==> config.mk <==
export PLATFORM = sky130hd
export DESIGN_NAME = spi_slave_control_flat
export DESIGN_NICKNAME = d
export VERILOG_FILES = /design/src/rtl/spi_regs_pkg.sv /design/src/rtl/spi_slave_control_if.sv /design/src/rtl/spi_reg_access.sv /design/src/rtl/spi_slave_control.sv /design/src/flat_wrapper.sv
export SDC_FILE = /design/constraint.sdc
export NUM_CORES = 1
export LEC_CHECK = 0
export ABC_AREA = 1
export CAP_MARGIN = 10
export CORE_ASPECT_RATIO = 0.7
export CORE_UTILIZATION = 35
export DETAILED_ROUTE_END_ITERATION = 12
export PLACE_DENSITY = 0.71
export RECOVER_POWER = 100
export REMOVE_ABC_BUFFERS = 1
export SLEW_MARGIN = 10
export SYNTH_ARGS = -nofsm -noshare
export SYNTH_HDL_FRONTEND = slang
export SYNTH_HIERARCHICAL = 1
export SYNTH_SLANG_ARGS = --single-unit
==> constraint.sdc <==
create_clock -name I_CLK -period 2.44 [get_ports I_CLK]
set_clock_uncertainty 0.2 [all_clocks]
set_input_delay 0.488 -clock I_CLK [delete_from_list [all_inputs] [get_ports I_CLK]]
set_output_delay 0.488 -clock I_CLK [all_outputs]
set_load 0.02 [all_outputs]
==> src/rtl/spi_regs_pkg.sv <==
`default_nettype none
// ============================================================================
// Module   : spi_regs_pkg
// Purpose  : Register map, STATUS bit positions and FSM states shared by the
//            SPI master/slave register-port controllers.
// Revision : 1.0 - initial release
// ============================================================================
package spi_regs_pkg;

    localparam int DATA_WIDTH_DEF = 8;

    localparam logic [2:0] ADDR_RXDATA  = 3'd0;
    localparam logic [2:0] ADDR_TXDATA  = 3'd1;
    localparam logic [2:0] ADDR_STATUS  = 3'd2;
    localparam logic [2:0] ADDR_CONTROL = 3'd3;
    localparam logic [2:0] ADDR_SSMASK  = 3'd5;

    localparam int STAT_RRDY = 6;
    localparam int STAT_TRDY = 5;
    localparam int STAT_ROE  = 3;

    typedef enum logic [2:0] {
        ST_IDLE     = 3'd0,
        ST_CFG      = 3'd1,
        ST_PRE_POLL = 3'd2,
        ST_PRE_WR   = 3'd3,
        ST_RX_POLL  = 3'd4,
        ST_RX_READ  = 3'd5,
        ST_TX_WR    = 3'd6,
        ST_STOP     = 3'd7
    } ctrl_state_t;

    // Every non-idle state performs exactly one register access of this kind.
    function automatic logic is_write_state(ctrl_state_t s);
        return (s == ST_CFG) || (s == ST_PRE_WR) || (s == ST_TX_WR) || (s == ST_STOP);
    endfunction

endpackage
`default_nettype wire

==> src/rtl/spi_slave_control_if.sv <==
`default_nettype none
// ============================================================================
// Module   : spi_slave_control_if
// Purpose  : Register-port bus between the controller and the SPI slave core.
// Revision : 1.0 - initial release
// ============================================================================
interface spi_slave_control_if
    import spi_regs_pkg::*;
#(
    parameter int DATA_WIDTH = DATA_WIDTH_DEF
) ();
    logic                  I_TX_EN;
    logic [2:0]            I_WADDR;
    logic [DATA_WIDTH-1:0] I_WDATA;
    logic                  I_RX_EN;
    logic [2:0]            I_RADDR;
    logic [DATA_WIDTH-1:0] O_RDATA;

    modport master (
        output I_TX_EN, I_WADDR, I_WDATA, I_RX_EN, I_RADDR,
        input  O_RDATA
    );

    modport slave (
        input  I_TX_EN, I_WADDR, I_WDATA, I_RX_EN, I_RADDR,
        output O_RDATA
    );
endinterface
`default_nettype wire

==> src/rtl/spi_reg_access.sv <==
`default_nettype none
// ============================================================================
// Module   : spi_reg_access
// Purpose  : Runs one 2-cycle register write or 4-cycle register read per req.
// Revision : 1.0 - initial release
// ============================================================================
module spi_reg_access
    import spi_regs_pkg::*;
#(
    parameter int DATA_WIDTH = DATA_WIDTH_DEF
) (
    input  wire logic                  I_CLK,
    input  wire logic                  I_RESET,
    input  wire logic                  req,
    input  wire logic                  we,
    input  wire logic [2:0]            addr,
    input  wire logic [DATA_WIDTH-1:0] wdata,
    output logic                       done,
    output logic [DATA_WIDTH-1:0]      rdata,
    spi_slave_control_if.master        bus
);

    logic       r_busy;
    logic       r_is_wr;
    logic [1:0] r_phase;

    // req is issued the cycle before c0, so the strobe register lands on c0.
    always_ff @(posedge I_CLK or posedge I_RESET) begin
        if (I_RESET) begin
            r_busy      <= 1'b0;
            r_is_wr     <= 1'b0;
            r_phase     <= 2'd0;
            rdata       <= '0;
            bus.I_TX_EN <= 1'b0;
            bus.I_RX_EN <= 1'b0;
            bus.I_WADDR <= 3'd0;
            bus.I_WDATA <= '0;
            bus.I_RADDR <= 3'd0;
        end else begin
            bus.I_TX_EN <= req & we;
            bus.I_RX_EN <= req & ~we;
            if (req) begin
                r_busy  <= 1'b1;
                r_is_wr <= we;
                r_phase <= 2'd0;
                if (we) begin
                    bus.I_WADDR <= addr;
                    bus.I_WDATA <= wdata;
                end else begin
                    bus.I_RADDR <= addr;
                end
            end else if (r_busy) begin
                r_phase <= r_phase + 2'd1;
                if (done) begin
                    r_busy <= 1'b0;
                end
            end
            if (r_busy && !r_is_wr && (r_phase == 2'd2)) begin
                rdata <= bus.O_RDATA;
            end
        end
    end

    assign done = r_busy && (r_is_wr ? (r_phase == 2'd1) : (r_phase == 2'd3));

endmodule
`default_nettype wire

==> src/rtl/spi_slave_control.sv <==
`default_nettype none
// ============================================================================
// Module   : spi_slave_control
// Purpose  : Configures the SPI slave core, then polls, checks and echoes bytes.
// Revision : 1.0 - initial release
// ============================================================================
module spi_slave_control
    import spi_regs_pkg::*;
#(
    parameter int                    DATA_WIDTH  = DATA_WIDTH_DEF,
    parameter logic [DATA_WIDTH-1:0] CTRL_VALUE  = 8'h0B,
    parameter logic [DATA_WIDTH-1:0] IDLE_BYTE   = 8'hA5,
    parameter logic [DATA_WIDTH-1:0] EXPECT_BYTE = 8'h55,
    parameter bit                    ECHO        = 1'b1
) (
    input  wire logic                  I_CLK,
    input  wire logic                  I_RESET,
    input  wire logic                  start,
    spi_slave_control_if.master        bus,
    output logic [DATA_WIDTH-1:0]      rx_byte,
    output logic                       rx_valid,
    output logic                       err_flag,
    output logic                       ovr_flag,
    output logic [15:0]                rx_count
);

    ctrl_state_t           r_state;
    ctrl_state_t           w_next_state;
    logic                  r_start_dl;
    logic                  r_first_pend;
    logic                  w_accept;
    logic                  w_req;
    logic                  w_we;
    logic [2:0]            w_addr;
    logic [DATA_WIDTH-1:0] w_wdata;
    logic                  w_done;
    logic [DATA_WIDTH-1:0] w_rdata;
    logic                  w_set_ovr;
    logic                  w_take;

    assign w_accept = (r_state == ST_IDLE) && start && !r_start_dl;

    spi_reg_access #(.DATA_WIDTH(DATA_WIDTH)) u_access (
        .I_CLK   (I_CLK),
        .I_RESET (I_RESET),
        .req     (w_req),
        .we      (w_we),
        .addr    (w_addr),
        .wdata   (w_wdata),
        .done    (w_done),
        .rdata   (w_rdata),
        .bus     (bus)
    );

    always_ff @(posedge I_CLK or posedge I_RESET) begin
        if (I_RESET) begin
            r_state <= ST_IDLE;
        end else begin
            r_state <= w_next_state;
        end
    end

    always_comb begin
        w_next_state = r_state;
        w_set_ovr    = 1'b0;
        w_take       = 1'b0;
        unique case (r_state)
            ST_IDLE:     if (w_accept) w_next_state = ST_CFG;
            ST_CFG:      if (w_done) w_next_state = ST_PRE_POLL;
            ST_PRE_POLL: if (w_done && w_rdata[STAT_TRDY]) w_next_state = ST_PRE_WR;
            ST_PRE_WR:   if (w_done) w_next_state = ST_RX_POLL;
            ST_RX_POLL: begin
                // A pending byte always wins over a stop request.
                if (w_done) begin
                    w_set_ovr = w_rdata[STAT_ROE];
                    if (w_rdata[STAT_RRDY]) begin
                        w_next_state = ST_RX_READ;
                    end else if (!start) begin
                        w_next_state = ST_STOP;
                    end
                end
            end
            ST_RX_READ: begin
                if (w_done) begin
                    w_take       = 1'b1;
                    w_next_state = ST_TX_WR;
                end
            end
            ST_TX_WR:    if (w_done) w_next_state = ST_RX_POLL;
            ST_STOP:     if (w_done) w_next_state = ST_IDLE;
            default:     w_next_state = ST_IDLE;
        endcase

        w_req   = (w_next_state != ST_IDLE) && ((r_state == ST_IDLE) || w_done);
        w_we    = is_write_state(w_next_state);
        w_addr  = ADDR_STATUS;
        w_wdata = '0;
        case (w_next_state)
            ST_CFG: begin
                w_addr  = ADDR_CONTROL;
                w_wdata = CTRL_VALUE;
            end
            ST_PRE_WR: begin
                w_addr  = ADDR_TXDATA;
                w_wdata = IDLE_BYTE;
            end
            ST_RX_READ: w_addr = ADDR_RXDATA;
            // TX_WR is only entered from RX_READ, so w_rdata is the new byte.
            ST_TX_WR: begin
                w_addr  = ADDR_TXDATA;
                w_wdata = ECHO ? w_rdata : IDLE_BYTE;
            end
            ST_STOP: begin
                w_addr  = ADDR_CONTROL;
                w_wdata = '0;
            end
            default: w_addr = ADDR_STATUS;
        endcase
    end

    always_ff @(posedge I_CLK or posedge I_RESET) begin
        if (I_RESET) begin
            r_start_dl   <= 1'b0;
            r_first_pend <= 1'b0;
            rx_byte      <= '0;
            rx_valid     <= 1'b0;
            err_flag     <= 1'b0;
            ovr_flag     <= 1'b0;
            rx_count     <= 16'd0;
        end else begin
            r_start_dl <= start;
            rx_valid   <= w_take;
            if (w_accept) begin
                err_flag     <= 1'b0;
                ovr_flag     <= 1'b0;
                rx_count     <= 16'd0;
                r_first_pend <= 1'b1;
            end else begin
                if (w_set_ovr) begin
                    ovr_flag <= 1'b1;
                end
                if (w_take) begin
                    rx_byte      <= w_rdata;
                    rx_count     <= rx_count + 16'd1;
                    err_flag     <= r_first_pend ? 1'b0 : (w_rdata != EXPECT_BYTE);
                    r_first_pend <= 1'b0;
                end
            end
        end
    end

endmodule
`default_nettype wire

==> src/flat_wrapper.sv <==
// flat-port wrapper written by rule: the top's interface ports become plain ports
module spi_slave_control_flat import spi_regs_pkg::*;
#(
    parameter int                    DATA_WIDTH  = DATA_WIDTH_DEF,
    parameter logic [DATA_WIDTH-1:0] CTRL_VALUE  = 8'h0B,
    parameter logic [DATA_WIDTH-1:0] IDLE_BYTE   = 8'hA5,
    parameter logic [DATA_WIDTH-1:0] EXPECT_BYTE = 8'h55,
    parameter bit                    ECHO        = 1'b1
)
  (I_CLK, I_RESET, start, rx_byte, rx_valid, err_flag, ovr_flag, rx_count, bus_I_TX_EN, bus_I_WADDR, bus_I_WDATA, bus_I_RX_EN, bus_I_RADDR, bus_O_RDATA);
  spi_slave_control_if #(.DATA_WIDTH(DATA_WIDTH)) bus_i ();
  input  wire logic I_CLK;
  input  wire logic I_RESET;
  input  wire logic start;
  output logic [DATA_WIDTH-1:0] rx_byte;
  output logic rx_valid;
  output logic err_flag;
  output logic ovr_flag;
  output logic [15:0] rx_count;
  output wire logic [$bits(bus_i.I_TX_EN)-1:0] bus_I_TX_EN;
  output wire logic [$bits(bus_i.I_WADDR)-1:0] bus_I_WADDR;
  output wire logic [$bits(bus_i.I_WDATA)-1:0] bus_I_WDATA;
  output wire logic [$bits(bus_i.I_RX_EN)-1:0] bus_I_RX_EN;
  output wire logic [$bits(bus_i.I_RADDR)-1:0] bus_I_RADDR;
  input wire logic [$bits(bus_i.O_RDATA)-1:0] bus_O_RDATA;
  assign bus_I_TX_EN = bus_i.I_TX_EN;
  assign bus_I_WADDR = bus_i.I_WADDR;
  assign bus_I_WDATA = bus_i.I_WDATA;
  assign bus_I_RX_EN = bus_i.I_RX_EN;
  assign bus_I_RADDR = bus_i.I_RADDR;
  assign bus_i.O_RDATA = bus_O_RDATA;
  spi_slave_control #(.DATA_WIDTH(DATA_WIDTH), .CTRL_VALUE(CTRL_VALUE), .IDLE_BYTE(IDLE_BYTE), .EXPECT_BYTE(EXPECT_BYTE), .ECHO(ECHO)) u_core (.I_CLK(I_CLK), .I_RESET(I_RESET), .start(start), .bus(bus_i), .rx_byte(rx_byte), .rx_valid(rx_valid), .err_flag(err_flag), .ovr_flag(ovr_flag), .rx_count(rx_count));
endmodule
# Word level (Yosys, flattened, before mapping)
# Cells that the tools add are included.
[word_totals] output_inout_bits=43 word_cells=94 input_bits=11 latch_bits=0 rom_bits=0 ram_bits=0 n_memories=0 reg_bits=60
[classes] n_mux=31 div=0 shift=0 n_reduce_logical=24 n_bitwise=4 eq_ne=16 multipliers=0 magnitude_cmp=0 add_sub_neg=2
[op_table] operator="$mux 16" count=2
[op_table] operator="$mux 3" count=9
[op_table] operator="$pmux 8 s3" count=1
[op_table] operator="$eq 3x3->1 const B" count=7
[op_table] operator="$pmux 3 s7" count=1
[op_table] operator="$add 16x1->16 const B" count=1
[op_table] operator="$mux 1" count=15
[op_table] operator="$eq 3x2->1 const B" count=3
[op_table] operator="$ne 8x7->1 const B" count=1
[op_table] operator="$logic_and 1x1->1" count=7
[op_table] operator="$eq 3x1->1 const B" count=2
[op_table] operator="$pmux 2 s3" count=1
[op_table] operator="$reduce_and 2->1" count=3
[op_table] operator="$reduce_bool 2->1" count=3
[op_table] operator="$reduce_or 2->1" count=3
[op_table] operator="$eq 2x2->1 const B" count=2
[op_table] operator="$logic_or 1x1->1" count=4
[op_table] operator="$mux 2" count=2
[op_table] operator="$logic_not 3->1" count=1
[op_table] operator="$reduce_bool 3->1" count=1
[op_table] operator="$add 2x1->2 const B" count=1
[op_table] operator="$and 1x1->1" count=2
[op_table] operator="$eq 2x1->1 const B" count=1
[op_table] operator="$logic_not 1->1" count=2
[op_table] operator="$not 1->1" count=2

# Logic depth before layout (Yosys ltp)
[depth] word_depth=12 mapped_depth=18

# Hierarchy
# The synthesis kept the hierarchy.
[modules_own_cells] mod="spi_slave_control" cells_each=263 area_per_inst_um2=1891.8 seq_area_each_um2=800.8 n_inst=1
[modules_own_cells] mod="spi_reg_access" cells_each=118 area_per_inst_um2=1146.1 seq_area_each_um2=700.7 n_inst=1

# Worst setup path after synthesis
# OpenSTA, ideal clock, no wires.
[synth_path] kind="register to register" from="register u_core.u_access.r_is_wr" to="register u_core.u_access.bus.I_RADDR[0]" arrival_time_ns=1.963 t_required_ns=2.122 n_path_buf=2 path_stages_with_launch=19 setup_time_ns=0.118 path_slack_ns=0.159 period_less_slack_ns=2.281 cell_sequence="dfrtp_1 -> inv_1 -> nand2_1 -> nand3_1 -> nor2_1 -> buf_6 -> nand2_4 -> inv_2 -> nand2_1 -> nand2_1 -> nand2_4 -> clkinv_2 -> nor2_2 -> a21oi_1 -> inv_2 -> or2_0 -> buf_6 -> nand2_1 -> o21ai_2"
[synth_lines] element="start, declared" line="spi_reg_access.sv:24" text="logic r_is_wr;"
[synth_lines] element="start signal, assigned" line="spi_reg_access.sv:44" text="r_is_wr <= we;"
[synth_lines] element="$mux 1 *" line="spi_reg_access.sv:64" text="assign done = r_busy && (r_is_wr ? (r_phase == 2'd1) : (r_phase == 2'd3));"
[synth_lines] element="$logic_and 1x1->1 *" line="spi_reg_access.sv:64"
[synth_lines] element="net u_core.w_done" line="spi_slave_control.sv:36" text="logic w_done;"
[synth_lines] element="$logic_and 1x1->1" line="spi_slave_control.sv:70" text="ST_PRE_POLL: if (w_done && w_rdata[STAT_TRDY]) w_next_state = ST_PRE_WR;"
[synth_lines] element="$mux 3" line="spi_slave_control.sv:70"
[synth_lines] element="$pmux 3 s7 *" line="spi_slave_control.sv:67" text="unique case (r_state)"
[synth_lines] element="net u_core.w_next_state[2]" line="spi_slave_control.sv:28" text="ctrl_state_t w_next_state;"
[synth_lines] element="$reduce_bool 3->1 *" line="spi_slave_control.sv:94" text="w_req = (w_next_state != ST_IDLE) && ((r_state == ST_IDLE) || w_done);"
[synth_lines] element="$logic_and 1x1->1 *" line="spi_slave_control.sv:94"
[synth_lines] element="net u_core.w_req" line="spi_slave_control.sv:32" text="logic w_req;"
[synth_lines] element="$reduce_and 2->1 (no source line) *"
[synth_lines] element="end signal, assigned" line="spi_reg_access.sv:50" text="bus.I_RADDR <= addr;"
[synth_lines] element="end, declared" line="spi_slave_control_if.sv:20" text="output I_TX_EN, I_WADDR, I_WDATA, I_RX_EN, I_RADDR,"
# Mark *: on every way through the listed nets, which the timed path passes. The rest lies on a longest branch.
# A chain may end at the register's enable or synchronous reset.

# Final worst setup path
[layout_path] from="register u_core.u_access.r_phase[1]" to="register u_core.u_access.bus.I_RADDR[0]"
[layout_lines] element="start, declared" line="spi_reg_access.sv:25" text="logic [1:0] r_phase;"
[layout_lines] element="start signal, assigned" line="spi_reg_access.sv:53" text="r_phase <= r_phase + 2'd1;"
[layout_lines] element="$eq 2x2->1 / $eq 2x1->1 (equally long branches)" line="spi_reg_access.sv:64"
[layout_lines] element="$mux 1 *" line="spi_reg_access.sv:64"
[layout_lines] element="$logic_and 1x1->1 *" line="spi_reg_access.sv:64"
[layout_lines] element="net u_core.w_done" line="spi_slave_control.sv:36"
[layout_lines] element="$logic_and 1x1->1" line="spi_slave_control.sv:70"
[layout_lines] element="$mux 3" line="spi_slave_control.sv:70"
[layout_lines] element="$pmux 3 s7 *" line="spi_slave_control.sv:67"
[layout_lines] element="net u_core.w_next_state[1]" line="spi_slave_control.sv:28"
[layout_lines] element="$reduce_bool 3->1 *" line="spi_slave_control.sv:94"
[layout_lines] element="$logic_and 1x1->1 *" line="spi_slave_control.sv:94"
[layout_lines] element="net u_core.w_req" line="spi_slave_control.sv:32"
[layout_lines] element="$reduce_and 2->1 (no source line) *"
# Marks and branches as above.

==> results.sh <==
export IMPL_worst_slew_pin_slew_ns=0.813
export IMPL_ant_nets=0
export IMPL_end_kind="register"
export IMPL_hold_buffers=0
export IMPL_path_buf_inv=3
export IMPL_syn_area_mm2=0.00304
export IMPL_ys_ff_latch=60
export IMPL_leakagePower_nw=2.16
export IMPL_slowest_stage="dfrtp_1"
export IMPL_crit_type="reg2reg"
export IMPL_grt_pass1_wl_um=13000
export IMPL_dieArea_mm2=0.00906
export IMPL_area_growth_pct=36.2
export IMPL_fp_dieW_um=113
export IMPL_grt_pass1_vias=2611
export IMPL_hold_viol_final=0
export IMPL_die_h_um=79.9
export IMPL_drc=0
export IMPL_htreeDepth=3
export IMPL_vias=2781
export IMPL_grt_ovfl_total=0
export IMPL_io_pins=54
export IMPL_timing_final_ws_setup_ns=0.127
export IMPL_relSlewSlack_pct=45.8
export IMPL_r2r_cells=15
export IMPL_clock_latency_ns=0.33
export IMPL_required_ns=2.45
export IMPL_drv_cap=0
export IMPL_antenna_cells=0
export IMPL_portBuffers=53
export IMPL_power_density_mw_per_mm2=1250
export IMPL_firstDrtPassIters=5
export IMPL_dp_final_hpwl_um=5590
export IMPL_status="complete, no violations"
export IMPL_syn_inst=381
export IMPL_via_per_inst=4.71
export IMPL_finalMaxSlewViolations=0
export IMPL_timing_hold_ws_ns=0.276
export IMPL_setup_viol=0
export IMPL_start_util_pct=36.0
export IMPL_drt_iter0_drc=207
export IMPL_routedWlPerCell_um=13.0
export IMPL_clockBufferDepth=2
export IMPL_drive_gt1_share_pct=16.3
export IMPL_cts_tree="done"
export IMPL_crit_cells=15
export IMPL_gp_congestion=0.849
export IMPL_placed_cells=573
export IMPL_ys_seq_area_share_pct=49.4
export IMPL_cp_slowest_stage_delay_ns=0.36
export IMPL_post_route_period_util_pct=94.8
export IMPL_grt_max_degree=33
export IMPL_rsz0062_at_grt="false"
export IMPL_finalWirelength_um=7680
export IMPL_min_path_cells=2
export IMPL_path_clk_slew_ns=0.05
export IMPL_hold_class="reg2reg"
export IMPL_cp_start_kind="register"
export IMPL_fin_nets=479
export IMPL_syn_avg_cell_area_um2=7.97
export IMPL_cp_cell_sequence="inv_1, nand2_2, nand3_2, nor2_2, buf_6, nand2_1, nor2_2, nand2_2, nand2_4, nor2_2, a21oi_2, inv_2, or2_4, nand2_2, o21ai_1"
export IMPL_layout_min_cycle_time_ns=2.31
export IMPL_cts_num_sinks=60
export IMPL_track_usage_pct=18.9
export IMPL_antenna_found_initial=0
export IMPL_yosysUniqueCellTypes=28
export IMPL_cpLargestDelayFamily="simple AND/OR/NAND/NOR gates"
export IMPL_ir_drop_uv=460
export IMPL_rows=28
export IMPL_final_cells=591
export IMPL_fmax_mhz=432
export IMPL_cp_arrival_ns=2.32
export IMPL_core_area_mm2=0.00844
export IMPL_cts_root_buffer="clkbuf_16"
export IMPL_yosys_warnings=6
export IMPL_pre_cts_ws_ns=-0.145
export IMPL_cts_buffers=9
export IMPL_crit_fanout=7
-- layer usage --
layer	vias up	share of wire (%)	track usage, %
met5	-	0	0
met4	0	1.1	5.92
met3	9	7.7	6.23
met2	116	44	26.5
met1	1282	48	27.3
li1	1374	-	-
-- through the flow --
step	utilization, %	power [mW]	TNS, ns	instance area, um^2
3_3_place_gp	45.7	3.90	-0.0676	3860
6_report	49.0	5.19	0	4140
5_1_grt	49.0	5.56	0	4140
2_1_floorplan	-	2.94	-0.422	2980
3_5_place_dp	45.7	3.97	-0.673	3860
4_1_cts	49.4	5.29	0	4170
-- cells in the final DEF, fill, tap and decap left out, types with 5 or more instances in the layout --
cell / n
nand2_1: 123
dfrtp_1: 60
inv_1: 46
dlygate4sd3_1: 44
nor2_1: 31
o21ai_0: 24
buf_4: 22
nand3_1: 19
nand2_2: 13
nand4_1: 13
clkbuf_16: 9
clkdlybuf4s50_1: 9
a21oi_1: 9
inv_2: 5
-- registers in the layout, indices dropped and copies added, names as in the netlist --
signal	cells
u_core/r_first_pend	1
u_core/u_access/bus.I_RX_EN	1
u_core/rx_byte	8
u_core/u_access/bus.I_RADDR	3
u_core/u_access/r_is_wr	1
u_core/u_access/bus.I_WADDR	3
u_core/ovr_flag	1
u_core/err_flag	1
u_core/u_access/bus.I_TX_EN	1
u_core/u_access/r_busy	1
u_core/rx_valid	1
u_core/u_access/r_phase	2
u_core/u_access/bus.I_WDATA	8
u_core/u_access/rdata	8
u_core/r_start_dl	1
u_core/rx_count	16
u_core/r_state	3
-- kinds of logic after synthesis --
logic type	Yosys count	share of synthesized area, %
and+or+nand+nor	215	31.8
buffers and inverters	59	8.24
DFF	60	49.4
AOI/OAI and AO/OA	44	9.55
other	1	0.123
adders and majority gates	2	0.824
-- final cells by class --
| class | count | area [um^2] |
|---|---|---|
| inverters | 52 | 196 |
| flip-flops and latches | 60 | 1500 |
| well taps | 120 | 150 |
| repair buffers | 81 | 728 |
| multi-input cells | 262 | 1260 |
| clock inverters | 4 | 47.5 |
| clock buffers | 12 | 256 |
| fillers | 791 | 4310 |
-- tightest hold or removal path, cell delays in order (launching register included) --
cell	delay [ns]
dfrtp_1	0.33
nand2_1	0.05
nand2_1	0.06
-- power breakdown --
part           total, mW  leakage [nW]  switching, mW  internal (mW)
logic               2.30          1.23           1.37          0.935
clock network       1.27         0.149          0.427          0.841
registers           1.62         0.780          0.281           1.34
total               5.19          2.16           2.08           3.12
-- path summary, 6_finish.rpt --
| kind | startpoint | to | slack [ns] |
|---|---|---|---|
| max | u_core/u_access/r_phase[1] | u_core/u_access/bus.I_RADDR[0] | 0.13 |
| min reg2reg | u_core/u_access/bus.I_WDATA[4] | u_core/u_access/bus.I_WDATA[4] | 0.28 |
| min in group asynchronous | I_RESET | u_core/u_access/rdata[0] | 0.62 |
| min | u_core/u_access/bus.I_WDATA[4] | u_core/u_access/bus.I_WDATA[4] | 0.28 |
| max reg2reg | u_core/u_access/r_phase[1] | u_core/u_access/bus.I_RADDR[0] | 0.13 |
| max in group asynchronous | I_RESET | u_core/rx_valid | 0.85 |
-- repair_timing --
item | 4_1_cts | 5_1_grt
cloned | 0 | 0
pin swaps | 0 | 3
setup endpoints to repair | 7 | 16
setup buffers | 0 | 2
resized for setup | 1 | 12
-- cells in the mapped netlist --
master    instances  area (um^2)
nand2_1         127          477
dfrtp_1          60         1500
inv_1            45          169
nor2_1           32          120
nand3_1          19         95.1
o21ai_0          17         85.1
nand4_1          13         81.3
o21ai_2          11         96.3
a21oi_1          10         50.1
nand2_2           9         56.3
inv_2             6         22.5
buf_2             4         20.0
buf_6             3         33.8
nand2_4           3         33.8
nor3_1            3         15.0
a21oi_4           2         32.5
ha_1              2         25.0
nand3_2           2         20.0
nor2_2            2         12.5
nor2_4            2         22.5
o21bai_1          2         15.0
clkinv_2          1         5.00
conb_1            1         3.75
nand3_4           1         17.5
nor3_2            1         10.0
o21ai_1           1         5.00
o22ai_1           1         6.26
or2_0             1         6.26
Note: power is estimated with default switching activity, not from simulation.
